File: config.mk
export PLATFORM = sky130hd
export DESIGN_NAME = id_stage_pipe
export DESIGN_NICKNAME = d
export VERILOG_FILES = /design/src/rtl/id_stage_pipe.sv
export SDC_FILE = /design/constraint.sdc
export NUM_CORES = 1
export LEC_CHECK = 0
export CAP_MARGIN = 20
export CORE_MARGIN = 8
export CORE_UTILIZATION = 39
export CTS_CLUSTER_SIZE = 20
export DETAILED_ROUTE_END_ITERATION = 10
export PLACE_DENSITY = 0.69
export REMOVE_ABC_BUFFERS = 1
export SYNTH_ARGS = -nofsm -noshare
export SYNTH_HDL_FRONTEND = slang
export SYNTH_SLANG_ARGS = --single-unit
File: constraint.sdc
create_clock -name clk -period 2.4 [get_ports clk]
set_clock_uncertainty 0.1 [all_clocks]
set_input_delay 0.24 -clock clk [delete_from_list [all_inputs] [get_ports clk]]
set_output_delay 0.24 -clock clk [all_outputs]
set_load 0.01 [all_outputs]
File: src/rtl/id_stage_pipe.sv
// Registered lc3b decode stage: register file, operand muxing and ID/EX register with flow control.
// Optional ID_REG_BYPASS_EN forwards a same-cycle writeback to the operand reads instead of stalling.

package lc3b_types;

   typedef struct packed {
      logic [3:0] opcode;
      logic [1:0] amux_sel;
      logic       bmux_sel;
      logic [1:0] imm_sel;
      logic       src_mux;
      logic [2:0] aluop;
      logic       load_cc;
      logic       mem_read;
      logic       mem_write;
   } lc3b_control_word;

endpackage

module id_stage_pipe
   import lc3b_types::*;
#(
   parameter int WIDTH    = 16,
   parameter int NUM_REGS = 8,
   parameter int RIDX     = $clog2(NUM_REGS)
) (
   input  logic             clk,
   input  logic             reset,
   input  logic             in_valid,
   output logic             in_ready,
   input  lc3b_control_word ctrl,
   input  logic [15:0]      inst,
   input  logic [WIDTH-1:0] pc,
   input  logic [WIDTH-1:0] pc_off,
   input  logic             uses_a,
   input  logic             uses_b,
   input  logic             is_load,
   input  logic [RIDX-1:0]  dest,
   input  logic             flush,
   input  logic             reg_load,
   input  logic [RIDX-1:0]  reg_dest,
   input  logic [WIDTH-1:0] reg_data,
   output logic             out_valid,
   input  logic             out_ready,
   output lc3b_control_word ctrl_out,
   output logic [WIDTH-1:0] a,
   output logic [WIDTH-1:0] b,
   output logic [WIDTH-1:0] reg_b,
   output logic [RIDX-1:0]  dest_out,
   output logic             is_load_out
);

   logic [WIDTH-1:0] regs [NUM_REGS];
   logic [RIDX-1:0]  src_a;
   logic [RIDX-1:0]  src_b;
   logic [WIDTH-1:0] rd_a;
   logic [WIDTH-1:0] rd_b;
   logic [WIDTH-1:0] imm;
   logic [WIDTH-1:0] a_next;
   logic [WIDTH-1:0] b_next;
   logic             advance;
   logic             load_use;
   logic             wb_conflict;
   logic             hazard;
   logic             accept;
   logic             unused_opcode_bits;

   assign unused_opcode_bits = ^inst[15:12];

   assign src_a = RIDX'(inst[8:6]);
   assign src_b = ctrl.src_mux ? RIDX'(inst[11:9]) : RIDX'(inst[2:0]);

   always_ff @(posedge clk) begin
      if (reset) begin
         for (int i = 0; i < NUM_REGS; i++) begin
            regs[i] <= '0;
         end
      end else if (reg_load) begin
         regs[reg_dest] <= reg_data;
      end
   end

   // A writeback either forwards into this cycle's reads or forces a one-cycle retry.
`ifdef ID_REG_BYPASS_EN
   always_comb begin
      rd_a = regs[src_a];
      rd_b = regs[src_b];
      if (reg_load && reg_dest == src_a) begin
         rd_a = reg_data;
      end
      if (reg_load && reg_dest == src_b) begin
         rd_b = reg_data;
      end
   end

   assign wb_conflict = 1'b0;
`else
   always_comb begin
      rd_a = regs[src_a];
      rd_b = regs[src_b];
   end

   assign wb_conflict = reg_load &
                        ((uses_a & (reg_dest == src_a)) | (uses_b & (reg_dest == src_b)));
`endif

   always_comb begin
      imm = '0;
      unique case (ctrl.imm_sel)
         2'd0:    imm = {{(WIDTH-5){inst[4]}}, inst[4:0]};
         2'd1:    imm = {{(WIDTH-7){inst[5]}}, inst[5:0], 1'b0};
         2'd2:    imm = {{(WIDTH-6){inst[5]}}, inst[5:0]};
         default: imm = {{(WIDTH-4){1'b0}}, inst[3:0]};
      endcase
   end

   always_comb begin
      a_next = rd_a;
      unique case (ctrl.amux_sel)
         2'd0:    a_next = rd_a;
         2'd1:    a_next = pc;
         2'd2:    a_next = pc_off;
         default: a_next = {{(WIDTH-9){1'b0}}, inst[7:0], 1'b0};
      endcase
      b_next = ctrl.bmux_sel ? imm : rd_b;
   end

   assign advance  = ~out_valid | out_ready;
   assign load_use = out_valid & is_load_out &
                     ((uses_a & (dest_out == src_a)) | (uses_b & (dest_out == src_b)));
   assign hazard   = load_use | wb_conflict;
   assign in_ready = advance & ~hazard & ~reset;
   assign accept   = in_valid & in_ready;

   // Flush outranks everything; a stalled EX keeps the captured operands frozen.
   always_ff @(posedge clk) begin
      if (reset || flush) begin
         out_valid   <= 1'b0;
         ctrl_out    <= '0;
         a           <= '0;
         b           <= '0;
         reg_b       <= '0;
         dest_out    <= '0;
         is_load_out <= 1'b0;
      end else if (advance) begin
         if (accept) begin
            out_valid   <= 1'b1;
            ctrl_out    <= ctrl;
            a           <= a_next;
            b           <= b_next;
            reg_b       <= rd_b;
            dest_out    <= dest;
            is_load_out <= is_load;
         end else begin
            out_valid   <= 1'b0;
            ctrl_out    <= '0;
            a           <= '0;
            b           <= '0;
            reg_b       <= '0;
            dest_out    <= '0;
            is_load_out <= 1'b0;
         end
      end
   end

endmodule
==> results_dict.tcl <==
set metrics [dict create \
    outcome "finished, final reports clean" \
    setup_slack_ns 0.0613 \
    die_h_um 179 \
    grt_pass1_vias 8589 \
    worst_slew_margin_rel 0.593 \
    dieArea_sq_um 32200 \
    io_buffers 160 \
    yosysSeqAreaShare 0.502 \
    cts_tree "done" \
    fillCellCount 2204 \
    fin_hold_ws_ns 0.291 \
    synth_area_leaders "edfxtp_1 37%, dfxtp_1 13%, and2_1 8.4%" \
    dr.pass1.iters 6 \
    rsz0062_at_grt "no" \
    clkTransAtPathRegs_ns 0.08 \
    crit_start "dest_out[2]" \
    grt_max_degree 37 \
    drc_errors 0 \
    dieWidth_um 179 \
    endpoint "in_ready" \
    async_reset_ff_frac 0 \
    hold_buffers 0 \
    synth_top_area_frac 0.369 \
    final_util 0.527 \
    yosysMostFrequentCell "and2_1" \
    critPathLaunchType "register" \
    r2r-end "reg_b[15]" \
    timing.rr.start "dest_out[2]" \
    clk_latency_ns 0.45 \
    synthTopCellsByCount "140 x and2_1, 128 x edfxtp_1, 69 x dfxtp_1, 64 x nand2_1, 43 x clkbuf_1" \
    ant_nets 0 \
    post_cts_buffers 0 \
    ys_seq_elements 197 \
    layout.nets 1199 \
    r2r_cells 5 \
    hold_viol 0 \
    worstPathRequired_ns 2.06 \
    power_leakage_nw 4.99 \
    synthDistinctLibCells 54 \
    pwr_density_cell_nw_per_um2 589 \
    finalSetupViolCount 0 \
    syn_area_sq_um 10400 \
    pre_cts_ws_ns -0.440 \
    core-area_sq_um 26100 \
    min_path_type "input pin to register" \
    drive_gt1_frac 0.217 \
    crit_path_end_kind "output pin" \
    first_iter_violations 1095 \
    cts_made_buffers 17 \
    synth_edf_count 128 \
    max_freq_mhz 428 \
    htreeDepth 4 \
    rows 59 \
    worst_ir_drop_vdd_uv 548 \
    vias 8699 \
    drv_cap 0 \
    grt_remaining_overflow 0 \
    start_util 0.398 \
    grt_pass1_wl_um 53100 \
    finalCriticalPeriod_ns 2.34 \
    gp_congestion 0.910 \
    synth_flop_cell "edfxtp_1" \
    critPathArrivalTime_ns 2.00 \
    area_growth_pct 32.3 \
    critical_path_peak_fanout 3 \
    routed_wl_um 36600 \
    antenna_cells 0 \
    period_share 0.974 \
    clockBufferDepth 2 \
    ys_warn_count 0 \
    syn_area_per_cell_sq_um 11.8 \
    grt_util_all_layers 0.223 \
    root_buffer "clkbuf_16" \
    route.detailed.wl_per_inst_um 25.2 \
    ios 165 \
    critical_path_class "register to output pin" \
    clock-sinks 197 \
    synth_top_area_cell "edfxtp_1" \
    syn_inst 883 \
    worst_pin_slew_ns 0.609 \
    antenna_found_initial 1 \
    post-dp-hpwl_um 25400 \
    fin_tns_setup_ns 0 \
    rrSetupSlack_ns 0.08 \
    drv_slew 0 \
    via_per_inst 5.99 \
]
==> how the worst min path moves through the flow <==
| stage | start | to | slack, ns | cells past startpoint |
|---|---|---|---|---|
| after floorplan | ctrl[0] | ctrl_out[0] | 0.27 | 1 |
| after global placement | reg_b[15] | reg_b[15] | 0.34 | 2 |
| after detailed placement | reg_b[5] | reg_b[5] | 0.34 | 2 |
| after CTS | ctrl[4] | ctrl_out[4] | 0.29 | 2 |
| after global routing | ctrl[4] | ctrl_out[4] | 0.29 | 2 |
| final | ctrl[4] | ctrl_out[4] | 0.29 | 2 |
==> kinds of logic after synthesis <==
kind of cell    share of synthesized area
mux                                 0.132
flops                               0.502
xor+xnor                           0.0101
simple gates                        0.147
compound gates                      0.172
buf+inv                            0.0367
==> area by class of cell <==
type | count | area, sq um | share of cell area
clock inverters | 14 | 140 | 0.0102
flip-flops and latches | 197 | 5230 | 0.380
well taps | 335 | 419 | 0.0305
multi-input cells | 605 | 4820 | 0.350
clock buffers | 18 | 429 | 0.0312
inverters | 8 | 30.0 | 0.00218
repair buffers | 275 | 2700 | 0.196
==> state kept, by name, summed over array words and instances (netlist names) <==
register and count:
a 16, b 16, ctrl_out 16, reg_b 16, regs 128, out_valid 1, dest_out 3, is_load_out 1
==> power by group <==
group | leakage, nW | internal [mW] | switching (mW) | total, mW
Combinational | 2.93 | 0.725 | 0.722 | 1.45
Clock | 0.271 | 1.38 | 1.41 | 2.79
Sequential | 1.78 | 3.77 | 0.102 | 3.87
==> critical path, cell delays in order (launching register included) <==
cell     delay, ns
dfxtp_1       0.38
xor2_1        0.17
nor4_1        0.08
or4_4         0.58
nor3_4        0.18
buf_2         0.16
==> cells in the final DEF (no fill, tap or decap), types with 4 or more instances in the layout <==
| master | count |
|---|---|
| clkdlybuf4s50_1 | 155 |
| and2_1 | 139 |
| edfxtp_1 | 128 |
| buf_4 | 95 |
| dfxtp_1 | 69 |
| nand2_1 | 64 |
| a22o_1 | 41 |
| mux4_2 | 37 |
| a21oi_1 | 35 |
| nor2_1 | 25 |
| mux2i_1 | 23 |
| o21ai_0 | 21 |
| buf_12 | 20 |
| mux2_2 | 19 |
| a211oi_1 | 17 |
| clkbuf_16 | 17 |
| nor2b_1 | 15 |
| o21ai_1 | 14 |
| o221ai_1 | 13 |
| a221oi_1 | 12 |
| o211ai_1 | 12 |
| or2_2 | 11 |
| a32o_1 | 11 |
| o22ai_1 | 11 |
| a32oi_1 | 10 |
| o2111ai_1 | 8 |
| o221a_2 | 7 |
| xnor2_1 | 6 |
| xor2_1 | 6 |
| inv_1 | 6 |
| a22oi_1 | 6 |
| inv_6 | 6 |
| nand2b_1 | 5 |
| buf_2 | 4 |
==> metal layers <==
metal	wire, um	vias to the layer above	global-route usage	share of wire
met5	13	-	0	0.00036
met4	1470	2	0.0993	0.040
met3	4120	103	0.0516	0.11
met2	16400	551	0.352	0.45
met1	14600	4216	0.291	0.40
li1	-	3827	-	-
==> per-stage QoR <==
stage,std cells,area (sq um),power [mW]
after floorplan,810,10100,4.54
after CTS,1452,13700,8.10
final,1452,13800,8.11
after global placement,1420,13200,5.33
after detailed placement,1420,13200,5.36
after global routing,1452,13800,8.33
==> what timing repair did <==
action / CTS / global route
endpoints found under the setup margin: 1 / 5
pin swaps: 0 / 2
gates resized for setup: 5 / 3
Note: power is estimated with default switching activity, not from simulation.
